===== config.mk =====
export PLATFORM = sky130hd
export DESIGN_NAME = bp_io_req_arbiter
export DESIGN_NICKNAME = d
export VERILOG_FILES = /design/src/rtl/bp_me_pkg.sv /design/src/rtl/bp_io_rr_arb.sv /design/src/rtl/bp_io_req_arbiter.sv
export SDC_FILE = /design/constraint.sdc
export NUM_CORES = 1
export LEC_CHECK = 0
export CAP_MARGIN = 25
export CORE_AREA = 8 8 150 152
export CTS_BUF_LIST = sky130_fd_sc_hd__clkbuf_2
export DETAILED_ROUTE_END_ITERATION = 12
export DIE_AREA = 0 0 158 160
export PLACE_DENSITY_LB_ADDON = 0.3
export SETUP_SLACK_MARGIN = 0.2
export SLEW_MARGIN = 20
export SYNTH_ARGS = -nofsm -noshare
export SYNTH_HDL_FRONTEND = slang
export SYNTH_SLANG_ARGS = --single-unit

===== constraint.sdc =====
create_clock -name clk_i -period 3.21 [get_ports clk_i]
set_input_delay 0.642 -clock clk_i [delete_from_list [all_inputs] [get_ports clk_i]]
set_output_delay 0.642 -clock clk_i [all_outputs]
set_load 0.02 [all_outputs]

===== src/rtl/bp_me_pkg.sv =====
// ============================================================================
// Module : bp_me_pkg
// Brief  : Shared memory-end constants for the I/O request arbiter.
// Rev    : 1.0
// ============================================================================
`default_nettype none

package bp_me_pkg;

    localparam int bp_io_arb_perf_width_gp = 32;
    localparam int lce_cce_req_width_lp    = 64;

endpackage

`default_nettype wire


===== src/rtl/bp_io_rr_arb.sv =====
// ============================================================================
// Module : bp_io_rr_arb
// Brief  : Combinational round-robin picker starting at a supplied pointer.
// Rev    : 1.0
// ============================================================================
`default_nettype none

module bp_io_rr_arb #(
    parameter int NUM_REQ = 4,
    parameter int IDX_W   = 2
) (
    input  logic [NUM_REQ-1:0] i_elig,
    input  logic [IDX_W-1:0]   i_ptr,
    input  logic               i_en,
    output logic [NUM_REQ-1:0] o_grant_oh,
    output logic [IDX_W-1:0]   o_grant_idx,
    output logic               o_grant_v
);

    int w_j;

    always_comb begin
        o_grant_oh  = '0;
        o_grant_idx = '0;
        o_grant_v   = 1'b0;
        w_j         = 0;
        for (int i = 0; i < NUM_REQ; i++) begin
            w_j = int'(i_ptr) + i;
            if (w_j >= NUM_REQ) begin
                w_j = w_j - NUM_REQ;
            end
            if (!o_grant_v && i_en && i_elig[w_j]) begin
                o_grant_v      = 1'b1;
                o_grant_idx    = IDX_W'(w_j);
                o_grant_oh[w_j] = 1'b1;
            end
        end
    end

endmodule

`default_nettype wire


===== src/rtl/bp_io_req_arbiter.sv =====
// ============================================================================
// Module : bp_io_req_arbiter
// Brief  : Round-robin, credit-limited sharing of one I/O CCE request port.
//          Optional perf counters enabled by `define BP_IO_REQ_ARB_PERF_EN.
// Rev    : 1.0
// ============================================================================
`default_nettype none

module bp_io_req_arbiter
    import bp_me_pkg::*;
#(
    parameter int num_lce_p         = 4,
    parameter int lce_id_width_p    = 4,
    parameter int req_width_p       = lce_cce_req_width_lp,
    parameter int max_outstanding_p = 2
) (
    input  logic                                 clk_i,
    input  logic                                 reset_n_i,
    input  logic [num_lce_p*req_width_p-1:0]     lce_req_i,
    input  logic [num_lce_p-1:0]                 lce_req_v_i,
    output logic [num_lce_p-1:0]                 lce_req_yumi_o,
    output logic [req_width_p-1:0]               io_req_o,
    output logic                                 io_req_v_o,
    input  logic                                 io_req_yumi_i,
    input  logic                                 lce_cmd_fire_i,
    input  logic [lce_id_width_p-1:0]            lce_cmd_dst_i,
    output logic                                 busy_o,
    output logic                                 err_o,
    output logic [bp_io_arb_perf_width_gp-1:0]   grant_cnt_o,
    output logic [bp_io_arb_perf_width_gp-1:0]   stall_cnt_o
);

    localparam int              IDX_W     = $clog2(num_lce_p);
    localparam int              CNT_W     = $clog2(max_outstanding_p + 1);
    localparam logic [CNT_W-1:0] C_MAX_CNT = CNT_W'(max_outstanding_p);

    logic [CNT_W-1:0]       r_cnt [num_lce_p];
    logic [IDX_W-1:0]       r_ptr;
    logic [req_width_p-1:0] r_req;
    logic                   r_v;
    logic                   r_err;

    logic [num_lce_p-1:0]   w_elig;
    logic [num_lce_p-1:0]   w_ret_oh;
    logic [num_lce_p-1:0]   w_cnt_nz;
    logic [num_lce_p-1:0]   w_grant_oh;
    logic [IDX_W-1:0]       w_grant_idx;
    logic                   w_grant_v;
    logic                   w_grant_en;
    logic                   w_dst_ok;
    logic                   w_err_set;

    always_comb begin
        w_elig   = '0;
        w_ret_oh = '0;
        w_cnt_nz = '0;
        for (int k = 0; k < num_lce_p; k++) begin
            w_cnt_nz[k] = (r_cnt[k] != '0);
            w_elig[k]   = lce_req_v_i[k] && (r_cnt[k] < C_MAX_CNT);
            w_ret_oh[k] = lce_cmd_fire_i && (int'(lce_cmd_dst_i) == k);
        end
    end

    assign w_dst_ok = (int'(lce_cmd_dst_i) < num_lce_p);

    // Gating with reset keeps consume strobes quiet while the flops are held.
    assign w_grant_en = reset_n_i && (!r_v || io_req_yumi_i);

    assign w_err_set = (|(w_ret_oh & ~w_cnt_nz))
                     | (lce_cmd_fire_i && !w_dst_ok)
                     | (io_req_yumi_i && !r_v);

    bp_io_rr_arb #(
        .NUM_REQ (num_lce_p),
        .IDX_W   (IDX_W)
    ) u_rr_arb (
        .i_elig      (w_elig),
        .i_ptr       (r_ptr),
        .i_en        (w_grant_en),
        .o_grant_oh  (w_grant_oh),
        .o_grant_idx (w_grant_idx),
        .o_grant_v   (w_grant_v)
    );

    generate
        for (genvar k = 0; k < num_lce_p; k++) begin : g_cnt
            always_ff @(posedge clk_i or negedge reset_n_i) begin
                if (!reset_n_i) begin
                    r_cnt[k] <= '0;
                end else if (w_grant_oh[k] && !w_ret_oh[k]) begin
                    r_cnt[k] <= r_cnt[k] + CNT_W'(1);
                end else if (!w_grant_oh[k] && w_ret_oh[k] && w_cnt_nz[k]) begin
                    r_cnt[k] <= r_cnt[k] - CNT_W'(1);
                end
            end
        end
    endgenerate

    always_ff @(posedge clk_i or negedge reset_n_i) begin
        if (!reset_n_i) begin
            r_v   <= 1'b0;
            r_req <= '0;
            r_ptr <= '0;
            r_err <= 1'b0;
        end else begin
            if (w_grant_v) begin
                r_v   <= 1'b1;
                r_req <= lce_req_i[int'(w_grant_idx)*req_width_p +: req_width_p];
                r_ptr <= (w_grant_idx == IDX_W'(num_lce_p - 1)) ? '0
                                                                : w_grant_idx + IDX_W'(1);
            end else if (io_req_yumi_i) begin
                r_v <= 1'b0;
            end
            if (w_err_set) begin
                r_err <= 1'b1;
            end
        end
    end

    assign lce_req_yumi_o = w_grant_oh;
    assign io_req_o       = r_req;
    assign io_req_v_o     = r_v;
    assign err_o          = r_err;
    assign busy_o         = r_v || (|w_cnt_nz);

`ifdef BP_IO_REQ_ARB_PERF_EN
    logic [bp_io_arb_perf_width_gp-1:0] r_grant_cnt;
    logic [bp_io_arb_perf_width_gp-1:0] r_stall_cnt;

    always_ff @(posedge clk_i or negedge reset_n_i) begin
        if (!reset_n_i) begin
            r_grant_cnt <= '0;
            r_stall_cnt <= '0;
        end else begin
            if (w_grant_v) begin
                r_grant_cnt <= r_grant_cnt + 1'b1;
            end
            if ((|lce_req_v_i) && !w_grant_v) begin
                r_stall_cnt <= r_stall_cnt + 1'b1;
            end
        end
    end

    assign grant_cnt_o = r_grant_cnt;
    assign stall_cnt_o = r_stall_cnt;
`else
    assign grant_cnt_o = '0;
    assign stall_cnt_o = '0;
`endif

endmodule

`default_nettype wire


==> results of run 1 <==
[cell usage after synthesis (all sizes together) (2+ instances only)]
library cell,n,share of area (%)
a21oi,5,0.44
a32oi,4,0.61
clkbuf,16,1.0
nand2,77,5.0
and4,4,0.61
o311ai,2,0.31
mux2i,132,23
nor3b,2,0.26
nand4b,2,0.31
inv,9,0.59
nor3,15,1.3
nand3,13,1.1
and2,4,0.44
o221ai,69,11
o22ai,2,0.33
o211ai,2,0.26
nor2,11,0.85
a2111oi,2,0.31
nand4,5,0.55
nand2b,5,0.55
or4b,2,0.35
a311oi,2,0.31
a31oi,5,0.55
dfrtp,76,33
a211o,2,0.31
nor2b,5,0.55
mux4,2,0.79
o21ai,3,0.33
buf,90,12
ha,8,1.7
[logic make-up after synthesis]
logic type,after synthesis
AND/OR/NAND/NOR,148
multiplexers,134
buffers and inverters,115
AO/OA/AOI/OAI,101
flip-flops,76
adder cells (fa/ha/maj),8
other,1
[state kept, by name (all words and copies together) (netlist names)]
register    flops
err_o           1
r_cnt           8
io_req_v_o      1
io_req_o       64
r_ptr           2
[final cells by class]
cell class | instances | area (µm²) | share of cell area (%)
Clock buffer | 12 | 60.1 | 0.602
Tap cell | 270 | 338 | 3.39
Timing Repair Buffer | 411 | 4070 | 40.8
Inverter | 9 | 36.3 | 0.364
Clock inverter | 4 | 73.8 | 0.741
Multi-Input combinational cell | 455 | 3490 | 35.0
Antenna cell | 1 | 2.50 | 0.0251
Sequential cell | 76 | 1900 | 19.1
[report_power, final]
| part | switching, mW | leakage [nW] | internal, mW |
|---|---|---|---|
| logic | 3.96 | 3.28 | 3.97 |
| clock network | 0.372 | 0.0861 | 0.268 |
| registers | 0.322 | 0.895 | 1.47 |
[metrics by stage]
stage	instance area [µm²]	TNS (ns)	instances	setup slack, ns	hold WS (ns)
6_report	9970	0	1238	0.0837	0.0890
5_1_grt	9970	0	1238	0.00337	0.0314
4_1_cts	9820	0	1234	0.0719	0.0247
3_5_place_dp	9570	-7.03	1211	-0.474	0.473
3_3_place_gp	9570	-5.99	1211	-0.444	0.467
2_1_floorplan	5960	0	646	0.430	0.346
[critical path, cell delays in order]
cell and delay, ns:
clkdlybuf4s50_1 0.43, nor2b_1 0.16, mux4_2 0.53, and2_4 0.21
a32oi_4 0.21, o221ai_4 0.15, buf_6 0.16
[worst max-delay path by stage]
stage	from	end	slack, ns	cells past startpoint
floorplan	r_ptr[1]	lce_req_yumi_o[2]	0.43	6
global placement	lce_req_v_i[0]	lce_req_yumi_o[2]	-0.44	7
detailed placement	lce_req_v_i[0]	lce_req_yumi_o[2]	-0.47	7
CTS	r_ptr[0]	lce_req_yumi_o[2]	0.07	7
global route	r_ptr[0]	lce_req_yumi_o[2]	0.003	7
finish	lce_req_v_i[1]	lce_req_yumi_o[2]	0.08	7
[cells in the final DEF (no fill, tap or decap), types with 3 or more instances in the layout]
cell type	instances
buf_4	62
o221ai_1	64
nand2_1	76
clkbuf_2	12
nand2b_4	3
buf_12	10
a21oi_1	5
inv_1	6
a31oi_1	5
nor2_1	10
a32oi_4	3
ha_1	7
nor3_1	15
conb_1	64
nand4_1	5
nor2b_2	3
buf_6	6
o221ai_4	3
clkdlybuf4s50_1	329
nand3_1	12
and4_1	4
mux2i_1	132
dfrtp_1	75
[per-layer routing]
metal,up-vias,part of all wire (%)
li1,2820,-
met3,19,10
met5,-,0.054
met4,2,1.3
met1,2805,37
met2,286,52
[timing repair]
action                                  4_1_cts  5_1_grt
endpoints found under the setup margin        4        5
buffers inserted                              7        3
resized for setup                            36       20
pin swaps                                     3        7
==> summary.txt, run 1 <==
Drt
  – Routed Antenna Nets: 0
  – Drt drc: 0
  – Detailed-router iteration count before antenna repair: 4
  – WL per Instance: roughly 20 µm
  – Vias: 5,932
  – Post-DR vias/cell: 4.79
  – Routed wire length: 24,200 µm
  – Starting DRT DRC Count: 284

Global routing
  – Vias in the first global route: 6,405
  – Largest net degree at the start of global routing: 47
  – Initial antenna violation count: 2
  – First-pass GRT wire length: 36,700 µm
  – Met3 usage: 6.61%
  – Tot GR Track Use: 18.6%
  – Most Crowded Layer GR: met2
  – Met1 Track Usage GR: roughly a fifth
  – GR Overflow Total: 0
  – M2 GR Usage: between 30% and 40%

Power and ir drop
  – Tot Pwr: 10.4 mW
  – VDD IR max: between 0.0004 and 0.0005 V
  – PwrDens: around 1000 mW/mm²
  – Leak: approximately 4.3 nW

Logic synthesis
  – Combinational family with the most area after synthesis: multiplexers
  – Library cells used by synthesis: 44
  – Compound-Gate Fraction of Synth Area: 15.4%
  – Post-Syn Area: roughly 0.0057 mm²
  – Syn Inst Count: 583
  – Synth warn: 0
  – Synthesized flop and latch total: 76
  – Post-synthesis adder-cell area fraction: under 10%
  – Mapped Avg Cell Area: 9.82 µm²
  – Register area share after synthesis: about a third
  – Synth Flop Type: dfrtp_1
  – Multiplexer share of the synthesized area: 23.9%
  – Simple-gate share of the synthesized area: approximately 12%
  – EDFF count, synth: 0
  – Post-Synth XOR/XNOR Area: 0%
  – Post-synth ARST share: between 90% and 100%

Cells and area
  – Nets@finish: 1,238
  – Final core utilization: approximately half
  – Syn-to-layout area delta: 74.1%
  – Filler cell count: 1,892
  – Layout cells sized above 1: roughly an eighth

Setup path
  – R2r endpoint: io_req_o[3]
  – Startpoint Class: input port
  – CP endpoint kind: output port
  – Reg-to-reg critical path startpoint: r_cnt[7]
  – Worst-path maximum fanout: 4
  – Reg2Reg Depth: 11
  – Critical Setup Path Class: in2out
  – Crit path DAT: 2.48 ns
  – Reg2Reg Setup Slack: slightly above 0.4 ns
  – Critical Path RT: 2.57 ns

Outcome
  – Status: complete, no violations

Timing
  – Final setup viols: 0
  – Worst rel slew slack: approximately 57%
  – Final period utilization: about 97%
  – RSZ-0062 raised after global routing: yes
  – Clock period minus worst slack: between 3 and 4 ns
  – Max Fclk: around 320 MHz
  – Fin Clk Skew: around 0.033 ns
  – Slew Limit Fails: 0
  – Worst Tran Pin Value: around 0.65 ns
  – Hold Violations, Final: 0

Clock tree
  – CTS tree: done
  – Clock root cell: clkbuf_2
  – H-tree depth: 3
  – CTS sink cnt: 76
  – Clock slew at reported path FFs: 0.25 ns
  – Total CTS buffers: 9
  – Hold Buf Count CTS: 0
  – Clock buffer depth: 2
  – Latest clock arrival within the worst-skew pair: 0.56 ns

Floorplan
  – Row count: between 50 and 60
  – Core Area: about 0.02 mm²
  – Die area: 0.0253 mm²
  – Initial core utilization: between 20% and 30%
  – IO Pins: roughly 400
  – Die width: around 160 µm
  – Die height: around 160 µm

Worst hold path
  – Worst min-delay path category: in2async

Flow run
  – Number of max-cap violations: 0

Placed design
  – Post-detail-place hpwl: 19,200 µm
  – Port Buf Inserts: around 340
  – Routability cong.: 0.912
Power figures use the tool's default switching activity.
==> inputs of run 2 (changes only) <==
--- a/config.mk
+++ b/config.mk
@@ -6,13 +6,15 @@
 export NUM_CORES = 1
 export LEC_CHECK = 0
 export CAP_MARGIN = 25
-export CORE_AREA = 8 8 150 152
+export CORE_AREA = 8 8 149 151
 export CTS_BUF_LIST = sky130_fd_sc_hd__clkbuf_2
 export DETAILED_ROUTE_END_ITERATION = 12
-export DIE_AREA = 0 0 158 160
+export DIE_AREA = 0 0 157 159
+export DONT_BUFFER_PORTS = 1
 export PLACE_DENSITY_LB_ADDON = 0.3
 export SETUP_SLACK_MARGIN = 0.2
 export SLEW_MARGIN = 20
 export SYNTH_ARGS = -nofsm -noshare
 export SYNTH_HDL_FRONTEND = slang
+export SYNTH_HIERARCHICAL = 1
 export SYNTH_SLANG_ARGS = --single-unit
==> run 2 against run 1 <==
The flow now finishes with violations (negative setup slack). Core utilization down 17 points. Largest power group unchanged. Synthesized cell count fell by 26%. Critical path depth is the same. Non-clock buffer count down 371. Sequential power is 34% higher. Die area is 1.3% lower. Combinational power down 55%. Critical path type is now reg2out.
==> summary.txt, run 2 <==
Outcome
  – Status: finished with violations (was complete, no violations)
  – Failing checks: negative setup slack

Logic synthesis
  – Post-Synth XOR/XNOR Area: 0% (unchanged)
  – Syn Inst Count: 430 (was 583)
  – Biggest area consumer among synthesized cells: dfrtp_1 (unchanged)
  – Synthesized flop and latch total: 76 (unchanged)
  – Combinational family with the most area after synthesis: multiplexers (unchanged)
  – Multiplexer share of the synthesized area: 39.8% (was 23.9%)
  – Compound-Gate Fraction of Synth Area: 5.76% (was 15.4%)
  – EDFF count, synth: 0 (unchanged)
  – Post-synth ARST share: 100% (unchanged)
  – Cells taking the most area after synthesis: dfrtp_1, mux4_2, mux2_2 (was dfrtp_1, mux2i_1, o221ai_1)
  – Cell with the most instances after synthesis: dfrtp_1 (was mux2i_1)
  – Synth top area share: 33.0% (was 33.2%)
  – Post-synthesis adder-cell area fraction: 1.96% (was 1.75%)
  – Post-Syn Area: 0.00576 mm² (was 0.00573 mm²)
  – Commonest cells post-synth: dfrtp_1, mux4_2, buf_4 (was mux2i_1, nand2_1, dfrtp_1)
  – Mapped Avg Cell Area: 13.4 µm² (was 9.82 µm²)
  – Library cells used by synthesis: 50 (was 44)
  – Synth Flop Type: dfrtp_1 (unchanged)
  – Synth warn: 6 (was 0)
  – Simple-gate share of the synthesized area: 6.24% (was 12.3%)
  – Register area share after synthesis: 33.0% (was 33.2%)

Cells and area
  – Area of the multi-input gates: 0.00343 mm² (was 0.00349 mm²)
  – Highest-count cells in the layout ignoring fill and taps: dfrtp_1, mux4_2, conb_1, mux2_2, buf_4 (was clkdlybuf4s50_1, mux2i_1, nand2_1, dfrtp_1)
  – Nets@finish: 729 (was 1,238)
  – Syn-to-layout area delta: 12.1% (was 74.1%)
  – Layout cells sized above 1: 46.2% (was 13.0%)
  – Final instance area: 0.00646 mm² (was 0.00997 mm²)
  – Commonest non-fill, non-tap cell in the layout: dfrtp_1 (was clkdlybuf4s50_1)
  – Filler cell count: 1,937 (was 1,892)
  – Max reg flops: 64 (unchanged)
  – Register Area: 0.00190 mm² (about the same)
  – Final core utilization: 32.5% (was 49.7%)

Clock tree
  – Clock buffer depth: 2 (unchanged)
  – Latest clock arrival within the worst-skew pair: 0.56 ns (about the same)
  – Clock root cell: clkbuf_2 (unchanged)
  – Clock slew at reported path FFs: 0.23 ns (was 0.25 ns)
  – Total CTS buffers: 9 (unchanged)
  – CTS tree: done (unchanged)
  – H-tree depth: 3 (unchanged)
  – CTS sink cnt: 76 (unchanged)

Placed design
  – Place WS: -0.0202 ns (was -0.474 ns)
  – Post-DP Area: 0.00582 mm² (was 0.00957 mm²)
  – Port Buf Inserts: 0 (was 338)
  – Routability cong.: 0.781 (was 0.912)
  – Post-detail-place hpwl: 14,300 µm (was 19,200 µm)

Timing
  – Hold Violations, Final: 0 (unchanged)
  – Worst rel slew slack: 27.4% (was 56.6%)
  – Final setup viols: 39 (was 0)
  – Worst Tran Pin Value: 1.07 ns (was 0.651 ns)
  – Clock period minus worst slack: 3.33 ns (was 3.13 ns)
  – Final period utilization: 104% (was 97.4%)
  – Final setup TNS: -1.17 ns (was 0 ns)
  – RSZ-0062 raised after global routing: yes (unchanged)
  – Slew Limit Fails: 0 (unchanged)
  – Max Fclk: 300 MHz (was 320 MHz)
  – Final critical-path setup slack: -0.124 ns (was 0.0837 ns)
  – Fin Clk Skew: 0.0292 ns (was 0.0333 ns)

Drt
  – Starting DRT DRC Count: 202 (was 284)
  – Detailed-router iteration count before antenna repair: 4 (unchanged)
  – WL per Instance: 26.2 µm (was 19.5 µm)
  – Drt drc: 0 (unchanged)
  – Post-DR vias/cell: 5.19 (was 4.79)
  – Routed Antenna Nets: 0 (unchanged)
  – Vias: 3,781 (was 5,932)
  – Routed wire length: 19,100 µm (was 24,200 µm)

Global routing
  – First-pass GRT wire length: 27,600 µm (was 36,700 µm)
  – Initial antenna violation count: 1 (was 2)
  – Tot GR Track Use: 14.7% (was 18.6%)
  – Largest net degree at the start of global routing: 77 (was 47)
  – M2 GR Usage: 26.3% (was 33.2%)
  – Met3 usage: 5.75% (was 6.61%)
  – GR Overflow Total: 0 (unchanged)
  – Most Crowded Layer GR: met2 (unchanged)
  – Met1 Track Usage GR: 15.2% (was 20.5%)
  – Vias in the first global route: 4,232 (was 6,405)

Floorplan
  – Die width: 157 µm (was 158 µm)
  – Die area: 0.0250 mm² (was 0.0253 mm²)
  – IO Pins: 403 (unchanged)
  – Core Area: 0.0198 mm² (was 0.0200 mm²)
  – Initial core utilization: 29.0% (was 28.6%)
  – Die height: 159 µm (was 160 µm)
  – Row count: 52 (unchanged)

Setup path
  – Reg2Reg Depth: 11 (unchanged)
  – R2r endpoint: io_req_o[31] (was io_req_o[3])
  – Crit path DAT: 2.69 ns (was 2.48 ns)
  – Startpoint Class: flop (was input port)
  – Reg-to-reg critical path startpoint: r_ptr[0] (was r_cnt[7])
  – CP endpoint kind: output port (unchanged)
  – Worst-path maximum fanout: 7 (was 4)
  – Critical Path RT: 2.57 ns (about the same)
  – Reg2Reg Setup Slack: -0.05 ns (was 0.41 ns)
  – Critical Setup Path Class: reg2out (was in2out)
  – Crit path to: lce_req_yumi_o[2] (unchanged)
  – Worst setup path start: r_ptr[0] (was lce_req_v_i[1])

Power and ir drop
  – Switch share: 43.0% (was 44.9%)
  – PwrDens: 1030 mW/mm² (was 1040 mW/mm²)
  – Tot Pwr: 6.62 mW (was 10.4 mW)
  – Internal power: 3.77 mW (was 5.71 mW)
  – Logic pwr share: 54.2% (was 76.5%)
  – Share of power burned in registers: 36.2% (was 17.3%)
  – VDD IR max: 0.000346 V (was 0.000490 V)
  – Sw power: 2.85 mW (was 4.65 mW)
  – Clock power share: 9.6% (was 6.2%)
  – Leak: 2.49 nW (was 4.27 nW)

Flow run
  – Number of max-cap violations: 0 (unchanged)

Worst hold path
  – Worst min-delay path category: in2reg (was in2async)
==> run 2: cell count changes in the layout (fill, tap and decap cells not counted), moves of 6 or more <==
cell             before  now
clkdlybuf4s50_1     329    0
nor2b_1               2    9
mux2i_1             132    2
mux2_2                0   63
buf_4                62   19
mux4_2                2   67
o221ai_1             64    1
nor3_1               15    1
nand2_1              76   10
buf_16                0    7
buf_12               10    4
nand3_1              12    2
==> run 2: per-layer routing <==
| metal | vias up | wire length [µm] |
|---|---|---|
| met5 | - | 0 |
| met4 | 0 | 382 |
| met3 | 21 | 2310 |
| met2 | 247 | 9990 |
| met1 | 1927 | 6450 |
| li1 | 1586 | - |
==> run 2: kinds of logic after synthesis <==
logic type	after synthesis
adder cells (fa/ha/maj)	9
multiplexers	136
other	1
buffers and inverters	103
AO/OA/AOI/OAI	43
AND/OR/NAND/NOR	62
flip-flops	76
==> run 2: timing repair <==
item,in CTS,in global routing
hold endpoints to repair,76,0
resized for setup,19,10
setup endpoints to repair,68,70
gates cloned,7,2
setup buffers,10,4
hold buffers,2,0
pin swaps,6,2
==> run 2: how the worst min path moves through the flow <==
stage	startpoint	to	slack, ns	depth (start not counted)
floorplan	reset_n_i	err_o	0.35	0
global placement	reset_n_i	err_o	0.35	0
detailed placement	reset_n_i	r_cnt[6]	0.35	0
CTS	lce_cmd_dst_i[0]	r_cnt[4]	0.09	2
global route	lce_cmd_dst_i[0]	r_cnt[4]	0.11	2
finish	lce_cmd_dst_i[0]	r_cnt[4]	0.21	2
==> run 2: final cells by class <==
class	instances	share of cell area [%]
Antenna cell	2	0.0775
Tap cell	270	5.23
Sequential cell	76	29.5
Timing Repair Buffer	40	9.24
Clock inverter	7	1.41
Multi-Input combinational cell	314	53.2
Inverter	11	0.678
Clock buffer	9	0.698
==> run 2: stage by stage <==
step | std cells | hold WS [ns]
after CTS | 721 | 0.0918
after global routing | 728 | 0.110
after floorplan | 493 | 0.346
final | 729 | 0.208
after global placement | 686 | 0.349
after detailed placement | 686 | 0.349
==> run 2: worst max-delay path: stages (launching register included) <==
cell	delay, ns
dfrtp_1	0.46
inv_4	0.05
ha_4	0.27
mux4_2	0.55
nand2b_4	0.20
o31ai_4	0.18
a221o_1	0.24
buf_6	0.16
==> run 2: power groups by stage <==
stage                     registers, mW  clock network [mW]  logic [mW]
after floorplan                    2.25                   0        2.64
after global placement             2.44                   0        2.85
after detailed placement           2.44                   0        2.97
after CTS                          2.42               0.680        3.52
after global routing               2.47               0.711        3.87
final                              2.40               0.634        3.59
==> inputs of run 3 (changes only) <==
--- a/config.mk
+++ b/config.mk
@@ -5,9 +5,11 @@
 export SDC_FILE = /design/constraint.sdc
 export NUM_CORES = 1
 export LEC_CHECK = 0
+export ABC_CLOCK_PERIOD_IN_PS = 3210
 export CAP_MARGIN = 25
 export CORE_AREA = 8 8 149 151
 export CTS_BUF_LIST = sky130_fd_sc_hd__clkbuf_2
+export CTS_CLUSTER_DIAMETER = 200
 export DETAILED_ROUTE_END_ITERATION = 12
 export DIE_AREA = 0 0 157 159
 export DONT_BUFFER_PORTS = 1
==> results of run 3 <==
No change in the layout: final DEF, timing and power equal those of run 2.
